**config.mk**
```make
export PLATFORM = sky130hd
export DESIGN_NAME = jk_bank_arbiter
export DESIGN_NICKNAME = d
export VERILOG_FILES = /design/src/rtl/jk_bank_pkg.sv /design/src/rtl/jk_bank_cell.sv /design/src/rtl/jk_bank_arbiter.sv
export SDC_FILE = /design/constraint.sdc
export NUM_CORES = 1
export LEC_CHECK = 0
export BUFFER_PORTS_ARGS = -buffer_cell sky130_fd_sc_hd__buf_2
export CAP_MARGIN = 0
export CORE_MARGIN = 2
export CORE_UTILIZATION = 50
export CTS_CLUSTER_DIAMETER = 200
export DETAILED_ROUTE_END_ITERATION = 8
export MAX_ROUTING_LAYER = met4
export PLACE_DENSITY = 0.8
export RECOVER_POWER = 100
export SYNTH_ARGS = -nofsm -noshare
export SYNTH_HDL_FRONTEND = slang
export SYNTH_HIERARCHICAL = 1
export SYNTH_SLANG_ARGS = --single-unit
```
**constraint.sdc**
```tcl
create_clock -name clk -period 2.2 [get_ports clk]
set_input_delay 0.33 -clock clk [delete_from_list [all_inputs] [get_ports clk]]
set_output_delay 0.33 -clock clk [all_outputs]
set_load 0.05 [all_outputs]
```
**src/rtl/jk_bank_pkg.sv**
```systemverilog
// Shared definitions for the JK bank arbiter slice.
//   state_e   : controller state encoding (IDLE=1'b0, APPLY=1'b1)
//   DEF_NREQ  : default number of requesters
//   DEF_WIDTH : default number of JK bits in the bank
package jk_bank_pkg;

  typedef enum logic {
    IDLE  = 1'b0,
    APPLY = 1'b1
  } state_e;

  localparam int DEF_NREQ  = 4;
  localparam int DEF_WIDTH = 8;

endpackage : jk_bank_pkg

```
**src/rtl/jk_bank_cell.sv**
```systemverilog
// One JK storage bit of the shared bank.
// Ports:
//   clk     : rising-edge clock
//   RESET_N : asynchronous active-low reset, clears q
//   clr     : synchronous clear, wins over en
//   en      : apply j/k on this edge
//   j, k    : JK controls (11 toggle, 10 set, 01 clear, 00 hold)
//   q       : stored bit
module jk_bank_cell (
  input  logic clk,
  input  logic RESET_N,
  input  logic clr,
  input  logic en,
  input  logic j,
  input  logic k,
  output logic q
);

  // NOTE: state is written with <= so every flop samples pre-edge values;
  // blocking assignments here would create order-dependent simulation races.
  always_ff @(posedge clk or negedge RESET_N) begin
    if (!RESET_N) begin
      q <= 1'b0;
    end else if (clr) begin
      q <= 1'b0;
    end else if (en) begin
      case ({j, k})
        2'b10:   q <= 1'b1;
        2'b01:   q <= 1'b0;
        2'b11:   q <= ~q;
        default: q <= q;
      endcase
    end
  end

endmodule : jk_bank_cell

```
**src/rtl/jk_bank_arbiter.sv**
```systemverilog
// Round-robin arbiter and controller for a shared bank of JK bits.
// A granted requester's J/K masks are latched at the grant edge and applied
// to the bank on the following edge; done pulses once the bank is updated.
// Ports:
//   clk, RESET_N : clock, asynchronous active-low reset
//   req          : per-requester request, held until the matching gnt is seen
//   j_in, k_in   : packed masks, requester r owns [r*WIDTH +: WIDTH]
//   clr_all      : synchronous clear of the bank and controller (ptr kept)
//   gnt          : one-hot grant, high for the APPLY cycle
//   busy         : high while in APPLY
//   done         : one-cycle pulse after the bank update
//   done_id      : requester that completed, valid with done
//   q            : bank contents
module jk_bank_arbiter
  import jk_bank_pkg::*;
#(
  parameter int NREQ  = DEF_NREQ,
  parameter int WIDTH = DEF_WIDTH,
  parameter int IDW   = 2
) (
  input  logic                  clk,
  input  logic                  RESET_N,
  input  logic [NREQ-1:0]       req,
  input  logic [NREQ*WIDTH-1:0] j_in,
  input  logic [NREQ*WIDTH-1:0] k_in,
  input  logic                  clr_all,
  output logic [NREQ-1:0]       gnt,
  output logic                  busy,
  output logic                  done,
  output logic [IDW-1:0]        done_id,
  output logic [WIDTH-1:0]      q
);

  state_e           state;
  logic [IDW-1:0]   ptr;
  logic [IDW-1:0]   win_id;
  logic [WIDTH-1:0] j_lat;
  logic [WIDTH-1:0] k_lat;

  // Round-robin search result for the current cycle.
  logic [NREQ-1:0]  req_rot;
  logic [IDW-1:0]   pick;
  logic [WIDTH-1:0] pick_j;
  logic [WIDTH-1:0] pick_k;

  // Rotate req so bit 0 is the requester at ptr; the lowest set bit of the
  // rotated vector is then the round-robin winner, offset from ptr.
  assign req_rot = NREQ'({req, req} >> ptr);

  // NOTE: every output of this block gets a default before any conditional
  // assignment, so no path leaves a value unassigned and no latch is inferred.
  always_comb begin
    int sum;
    pick   = '0;
    pick_j = '0;
    pick_k = '0;
    sum    = 0;
    // Descending scan: the last hit is the smallest offset from ptr.
    for (int o = NREQ - 1; o >= 0; o--) begin
      if (req_rot[o]) begin
        sum = int'(ptr) + o;
        if (sum >= NREQ) sum = sum - NREQ;
        pick = IDW'(sum);
      end
    end
    for (int r = 0; r < NREQ; r++) begin
      if (IDW'(r) == pick) begin
        pick_j = j_in[r*WIDTH +: WIDTH];
        pick_k = k_in[r*WIDTH +: WIDTH];
      end
    end
  end

  always_ff @(posedge clk or negedge RESET_N) begin
    if (!RESET_N) begin
      state   <= IDLE;
      ptr     <= '0;
      win_id  <= '0;
      j_lat   <= '0;
      k_lat   <= '0;
      gnt     <= '0;
      busy    <= 1'b0;
      done    <= 1'b0;
      done_id <= '0;
    end else if (clr_all) begin
      // Drops any in-flight command; ptr keeps its position.
      state <= IDLE;
      gnt   <= '0;
      busy  <= 1'b0;
      done  <= 1'b0;
    end else begin
      case (state)
        IDLE: begin
          done <= 1'b0;
          if (|req) begin
            state  <= APPLY;
            win_id <= pick;
            j_lat  <= pick_j;
            k_lat  <= pick_k;
            gnt    <= NREQ'(1) << pick;
            busy   <= 1'b1;
          end
        end
        APPLY: begin
          // The bank cells update on this same edge (enable = busy).
          state   <= IDLE;
          gnt     <= '0;
          busy    <= 1'b0;
          done    <= 1'b1;
          done_id <= win_id;
          ptr     <= (win_id == IDW'(NREQ - 1)) ? '0 : win_id + 1'b1;
        end
        default: state <= IDLE;
      endcase
    end
  end

  for (genvar b = 0; b < WIDTH; b++) begin : g_bit
    jk_bank_cell u_cell (
      .clk     (clk),
      .RESET_N (RESET_N),
      .clr     (clr_all),
      .en      (busy),
      .j       (j_lat[b]),
      .k       (k_lat[b]),
      .q       (q[b])
    );
  end

endmodule : jk_bank_arbiter
```
==> results of run 1 <==
## sequential cells by signal, indices dropped and copies added, names as in the netlist, 2 cells and up
signal	cells
j_lat	8
k_lat	8
g_bit.u_cell/q	8
win_id	2
done_id	2
ptr	2
gnt	4
## through the flow
step / hold slack, ns / area (µm²) / std cells / util (%) / worst slack (ns)
finish: 0.170 / 3020 / 410 / 63.6 / 0.233
global route: 0.255 / 3020 / 410 / 63.6 / 0.0944
CTS: 0.170 / 3060 / 410 / 64.4 / 0.259
detailed placement: 0.458 / 2980 / 402 / 62.7 / 0.270
global placement: 0.460 / 2980 / 402 / 62.7 / 0.316
floorplan: 0.0344 / 2480 / 254 / - / 0.384
## path summary, 6_finish.rpt
check	from	end	slack (ns)	cells after the start
max	ptr[1]	k_lat[2]	0.23	6
min	RESET_N	g_bit[7].u_cell/q	0.17	1
max reg2reg	ptr[1]	k_lat[2]	0.23	6
min reg2reg	done_id[1]	done_id[1]	0.48	2
max in group asynchronous	RESET_N	win_id[0]	1.45	1
min in group clk	j_in[25]	j_lat[1]	0.41	4
## cells in the final DEF (no fill, tap or decap), types with 8 or more instances in the layout
cell and instances:
sky130_fd_sc_hd__nand2_1 13, sky130_fd_sc_hd__mux2i_1 33, sky130_fd_sc_hd__ha_1 17, sky130_fd_sc_hd__o21ai_0 16, sky130_fd_sc_hd__a211o_1 16, sky130_fd_sc_hd__inv_1 19, sky130_fd_sc_hd__a21oi_1 8, sky130_fd_sc_hd__nor3_1 40
sky130_fd_sc_hd__dfrtp_1 37, sky130_fd_sc_hd__buf_2 69, sky130_fd_sc_hd__nor2b_1 16, sky130_fd_sc_hd__clkbuf_1 19
## report_power, final
group          internal [mW]  switching, mW  total (mW)
Sequential             0.889          0.194        1.08
Combinational          0.675          0.870        1.54
Clock                  0.225          0.232       0.457
Total                   1.79           1.30        3.08
## cell families after synthesis
logic type | synth area share, %
flops | 37.3
compound gates | 14.9
simple gates | 18.0
fa+ha+maj | 8.58
buf+inv | 7.87
mux | 13.3
## metal layers
| layer | global-route usage [%] | up-vias | part of all wire (%) |
|---|---|---|---|
| met5 | - | - | 0 |
| met4 | 9.13 | 0 | 1.4 |
| met1 | 26.2 | 1029 | 44 |
| li1 | - | 1088 | - |
| met2 | 36.9 | 60 | 50 |
| met3 | 4.20 | 9 | 4.3 |
## cell type report
cell class / instances / area, µm² / share of cell area (%)
timing repair buffer: 94 / 508 / 16.8
inverter: 19 / 71.3 / 2.36
tap: 67 / 83.8 / 2.77
clock buffer: 8 / 80.1 / 2.65
multi-input combinational: 185 / 1350 / 44.8
sequential: 37 / 926 / 30.6
==> results list, run 1 <==
- Setup violations remaining at the end of the flow were counted as 0.
- Cells with a size suffix above 1 make up a little over a quarter of the layout.
- Grouping stages by cell kind, the critical path spends the most delay in simple AND/OR/NAND/NOR gates.
- DRC violation count after routing: 0
- Share of the synthesized area in the top cell type: around 37%
* Number of placement rows: 25
* Final layout net count: 430
* Shortest period the worst path allows: a little under 2 ns
* Max_cap viols: 0
- First-pass GRT wire length: 9060 µm
- Register bit count reported by yosys: 37
* Clock tree from TritonCTS: yes
- In this run the standard cell core region covers 4750 µm².
- Setup repair after global routing left no endpoint under its margin.
- Dividing total power by cell area gives a power density of 1020 nW/µm².
* Clock network latency to the later pin of the worst-skew pair: roughly 0.29 ns
* Detail-routed via count per cell: 5.33
- Least-Margin Pin Slew: roughly 0.94 ns
* Fill cell count: ~430
- The congestion estimate from routability-driven global placement came to approximately 0.8.
- Most area-consuming cells after synthesis: sky130_fd_sc_hd__dfrtp_1 37%, sky130_fd_sc_hd__mux2i_1 13%, sky130_fd_sc_hd__ha_1 8.6%
- The largest total area in the synthesized netlist belongs to sky130_fd_sc_hd__dfrtp_1.
- Cell area after synthesis: roughly 2500 µm²
- Post-CTS Hold Fix Bufs: 0
* Average cell area after synthesis: 9.76 µm²
- Nature of the critical path endpoint: flop
- Post-synthesis sequential area ratio: 37.3%
- Type of the most critical hold path: input pin to async pin
- Count of cell types in the netlist: 35
- The largest single stage delay on the critical path is 0.45 ns.
- The first detailed-routing pass ran for 4 iterations.
* Detail-routed net length per standard cell: 13.8 µm
- Final number of max-transition violations: 0
- Critical-path top delay cell: sky130_fd_sc_hd__dfrtp_1
- The detailed router finished its first iteration with approximately 110 violations.
- Clock H-tree levels: 2
- Aggregate global-route resource usage: between 20% and 30%
- Drt total wl: 5660 µm
- Max frequency: between 500 and 600 MHz
- Hold violation total from the final report: 0
- Most common cell in the synthesized netlist: sky130_fd_sc_hd__nor3_1
- Yosys mapped a number of flops with a built-in enable equal to 0.
* Via Count: 2186
- Kind of critical path: flop to flop
* Sum of negative setup slack: 0 ns
- Starting utilization of the core area: 52.2%
- The initial antenna violation count was 0.
- Post-DP HPWL: 4190 µm
- Number of input and output port buffers inserted: 86
- Full die area: 5540 µm²
* Worst slew margin: 37.5%
- Post-DRT Antenna Nets: 0
* Worst-path cell chain: or3b_1 -> o221ai_1 -> buf_12 -> mux2i_1 -> nor3_1 -> a211o_1
- The number of antenna diodes in the final layout is 0.
* Data required time at the worst endpoint: around 2.4 ns
* Num CTS Buffers: 5
- VDD IR max: 0.000593 V
* Width of the chip: about 74 µm
- Final clock skew: around 0.006 ns
- Number of nets produced by synthesis: 342
- The most used flip-flop cell after synthesis is sky130_fd_sc_hd__dfrtp_1.
- Overall power consumption after layout is estimated at 3.08 mW.
- Asr flop ratio synth: between 90% and 100%
- Top-level I/O count: between 80 and 90
- Top cell types by occurrence after synthesis: 40 x sky130_fd_sc_hd__nor3_1, 37 x sky130_fd_sc_hd__dfrtp_1, 33 x sky130_fd_sc_hd__mux2i_1
- Arrival time at the worst endpoint: ~2.2 ns
* Leakage power summed over all cells: 1.61 nW
- Total global routing overflow: 0
- In the synthesized netlist, the number of instances is 254.
- Pin count of the biggest net entering global routing: 38
* Via count of the first global-routing pass: ~2.1k
* Crit path launch type: flop
- Number of buffers on the longest clock path: 2
- CP Max Fanout: 27
- Together, buffers and inverters on the worst path number 1.
- YS warnings: 6
* Clock slew seen by the registers of the worst setup and hold paths: 0.07 ns
* Final period utilization: 89.4%
* CTS-repair resized insts: 0
* Number of buffers added for setup after CTS: 0
- The run finished with clean final reports.
* Layout overhead on the synthesized area: 21.9%
* Die Span Y: 74.4 µm
- The cell sitting at the root of the clock tree is a sky130_fd_sc_hd__clkbuf_8.
- The clock net in this run drives a total of 37 sinks.
(Power assumes the default switching activity.)
==> run 2: changes to the inputs <==
==> constraint.sdc (replaced) <==
create_clock -name clk -period 1.9 [get_ports clk]
set_input_delay 0.285 -clock clk [delete_from_list [all_inputs] [get_ports clk]]
set_output_delay 0.285 -clock clk [all_outputs]
set_load 0.05 [all_outputs]
==> run 2 against run 1 <==
  * Global-route usage down 0.54 points
  * Register-to-register slack worse by 0.23 ns
  * Fmax is 3.4% higher
  * Highest routed layer unchanged
  * Utilization rose by 4.9 points
  * Critical path type unchanged
  * Non-clock buffer count increased by 10
  * The flow now finishes with violations (negative setup slack)
  * Sequential share of layout area is 2.2 points lower
==> results list, run 2 (synthesis gave the netlist of run 1 again) <==
- In the final design database the tool counted 440 nets.
* Num CTS Buffers: 5
* Number of instances in the placed design: 408
- The first global-routing pass estimated slightly below 9000 µm of wire.
- Root buf cell: sky130_fd_sc_hd__clkbuf_8
- The run finished, with violations left.
- The via count of the first global-routing pass is 2003.
- The critical path crosses 7 cells after its start point.
- The initial antenna violation count came to 0.
- Entering global routing, the biggest net connects 54 pins.
- For the worst setup path, the data arrival time is about 2.1 ns.
* Final number of max-transition violations: 0
* Most frequent cell on the critical path: sky130_fd_sc_hd__buf_12
- After the flow finishes, the layout carries non-filler instances totaling between 400 and 500.
- The top cell types in the final layout, fill and taps aside, are 81 x sky130_fd_sc_hd__buf_2, 40 x sky130_fd_sc_hd__nor3_1, 36 x sky130_fd_sc_hd__dfrtp_1, 30 x sky130_fd_sc_hd__mux2i_1, 19 x sky130_fd_sc_hd__inv_1.
- Full die area: roughly 5500 µm²
* Detail-routed net length per standard cell: 14.3 µm
* Detailed Routing Iterations Pass 1: 4
- Most common library cell in the layout ignoring fill and taps: sky130_fd_sc_hd__buf_2
- Fill cell count: 383
* Critical-path top delay cell: sky130_fd_sc_hd__dfrtp_2
- Static timing analysis puts the maximum clock frequency at about 530 MHz.
- Together, buffers and inverters on the worst path number 2.
* Die Span Y: around 74 µm
* Detailed router's first-iteration violation count: ~120
- The multi-input combinational cells in the finished layout cover a total of 1390 µm².
* Top Family by Delay on Critical Path: simple AND/OR/NAND/NOR gates
- Drt total wl: 6010 µm
* Largest stage delay on the critical path: 0.44 ns
* Placeable Area: 4750 µm²
* M1 wire length: 2540 µm
- Setup violations remaining at the end of the flow were counted as 1.
- Count of cells along the worst register-to-register path: 7
* Clock sink count: 37
- WL met2: between 3000 and 4000 µm
- In the final layout, the registers with the most flip-flops are g_bit.u_cell/q: 8 flops, j_lat: 8 flops, k_lat: 8 flops.
- Starting utilization of the core area: 52.2%
- Total met3 wirelength after detailed routing: 272 µm
- Final period utilization: 100%
- For the worst-skew pair, the clock arrives at the later sink with an insertion delay of ~0.30 ns.
* Crit path launch type: flop
- The die is between 70 and 80 µm wide.
- Number of input and output port buffers inserted: 86
- Fraction of layout cells with a size suffix above 1: 33.4%
- Kind of critical path: flop to flop
- DRC violation count after routing: 0
* Top-level I/O count: 87
* Worst setup slack after placement: -0.0219 ns
- Clock H-tree levels: 2
- Once detailed placement completed, the half-perimeter wirelength came to 4260 µm.
* CP Max Fanout: 6
* Failing checks: negative setup slack
- Summing internal, switching and leakage power gives 4.04 mW.
* Final clock skew: 0.00765 ns
* Highest metal layer with signal wires: met4
- Measured against its own limit, the worst slew margin works out to a little under two fifths.
- Worst-path cell chain: or3b_4 -> o221ai_4 -> buf_12 -> buf_12 -> mux2i_4 -> nor3_1 -> a211o_1
- GPL Wtd Cong: 0.891
- Post-DRT Antenna Nets: 0
- The worst setup path is captured at a flop.
- Leakage power summed over all cells: about 1.7 nW
- Clock tree from TritonCTS: yes
- Setup total negative slack on the finished layout was measured at -0.00198 ns.
- The initialized floorplan defines 25 standard-cell rows.
- Across all setup checks in the final design, the least slack found is -0.00198 ns.
- VDD IR max: about 0.0007 V
* Data required time at the worst endpoint: around 2.1 ns
- Setup repair after global routing missed its margin: true
* Area taken by flip-flops and latches: between 900 and 1000 µm²
- Pwr/cell area: 1240 nW/µm²
- In this run the deepest clock path goes through 2 buffers.
- Hold violation total from the final report: 0
- For the pin with the worst max-slew slack, the measured transition is 0.931 ns.
- The routed layout has 2267 vias.
- Across the run, the number of max-cap violations was 0.
- In the routed layout, each cell is associated on average with a via count of 5.40.
- Total global routing overflow: 0
* Type of the most critical hold path: input pin to async pin
- Subtracting the final worst setup slack from the clock period gives 1.90 ns.
* Clock slew seen by the registers of the worst setup and hold paths: approximately 0.070 ns
- Aggregate global-route resource usage: 21.6%
* Layout overhead on the synthesized area: 31.3%
- The number of antenna diodes in the final layout is 0.
-- run 2: cell types whose count changed in the layout (fill, tap and decap cells not counted), moves of 2 or more --
cell                        previous run  this run
sky130_fd_sc_hd__clkbuf_16             0         2
sky130_fd_sc_hd__clkbuf_1             19         7
sky130_fd_sc_hd__buf_12                3         6
sky130_fd_sc_hd__o21ai_0              16        10
sky130_fd_sc_hd__mux2i_2               0         2
sky130_fd_sc_hd__buf_4                 5         8
sky130_fd_sc_hd__buf_2                69        81
sky130_fd_sc_hd__mux2i_1              33        30
sky130_fd_sc_hd__o21ai_1               3         9
-- run 2: area by class of cell --
type,instances,share of cell area (%)
multi-input combinational,185,42.8
sequential,37,28.5
timing repair buffer,104,20.4
clock buffer,7,2.65
tap,67,2.57
inverter,19,2.19
clock inverter,1,0.922
-- run 2: timing repair --
item                                   CTS  global route
pin swaps                                0             4
buffers inserted                         0             2
endpoints found under the hold margin    0             0
resized for setup                        4             5
setup endpoints to repair                2            12
hold buffers                             0             0
cloned                                   0             2
-- run 2: path summary, 6_finish.rpt --
check,endpoint,from,slack (ns)
worst max register to register,j_lat[1],ptr[1],-0.002
worst min-delay path,g_bit[7].u_cell/q,RESET_N,0.21
max in group asynchronous,ptr[1],RESET_N,1.06
worst max-delay path,j_lat[1],ptr[1],-0.002
min in group clk,k_lat[6],k_in[30],0.37
worst min register to register,done_id[1],done_id[1],0.48
-- run 2: where the power goes --
group	switching, mW	internal [mW]
Clock	0.287	0.428
Sequential	0.225	1.03
Combinational	1.08	0.992
-- run 2: through the flow --
step           hold WS, ns  cell area, µm²  utilization [%]
3_3_place_gp         0.361            3040             63.9
6_report             0.206            3260             68.5
3_5_place_dp         0.367            3040             63.9
2_1_floorplan      -0.0106            2480                -
4_1_cts             0.0451            3170             66.7
5_1_grt              0.292            3260             68.5
-- run 2: worst register-to-register path: cells and delay by family, from the launching register on --
| family | cells | cell delay, ns |
|---|---|---|
| buffers and inverters | 2 | 0.31 |
| DFF | 1 | 0.44 |
| AOI/OAI and AO/OA | 2 | 0.35 |
| muxes | 1 | 0.23 |
| and+or+nand+nor | 2 | 0.45 |
-- run 2: layer usage --
layer  GRT usage (%)  up-vias
met5               -        -
met4            5.75        0
met3            4.61        6
met2            36.9       62
met1            25.8     1090
li1                -     1109
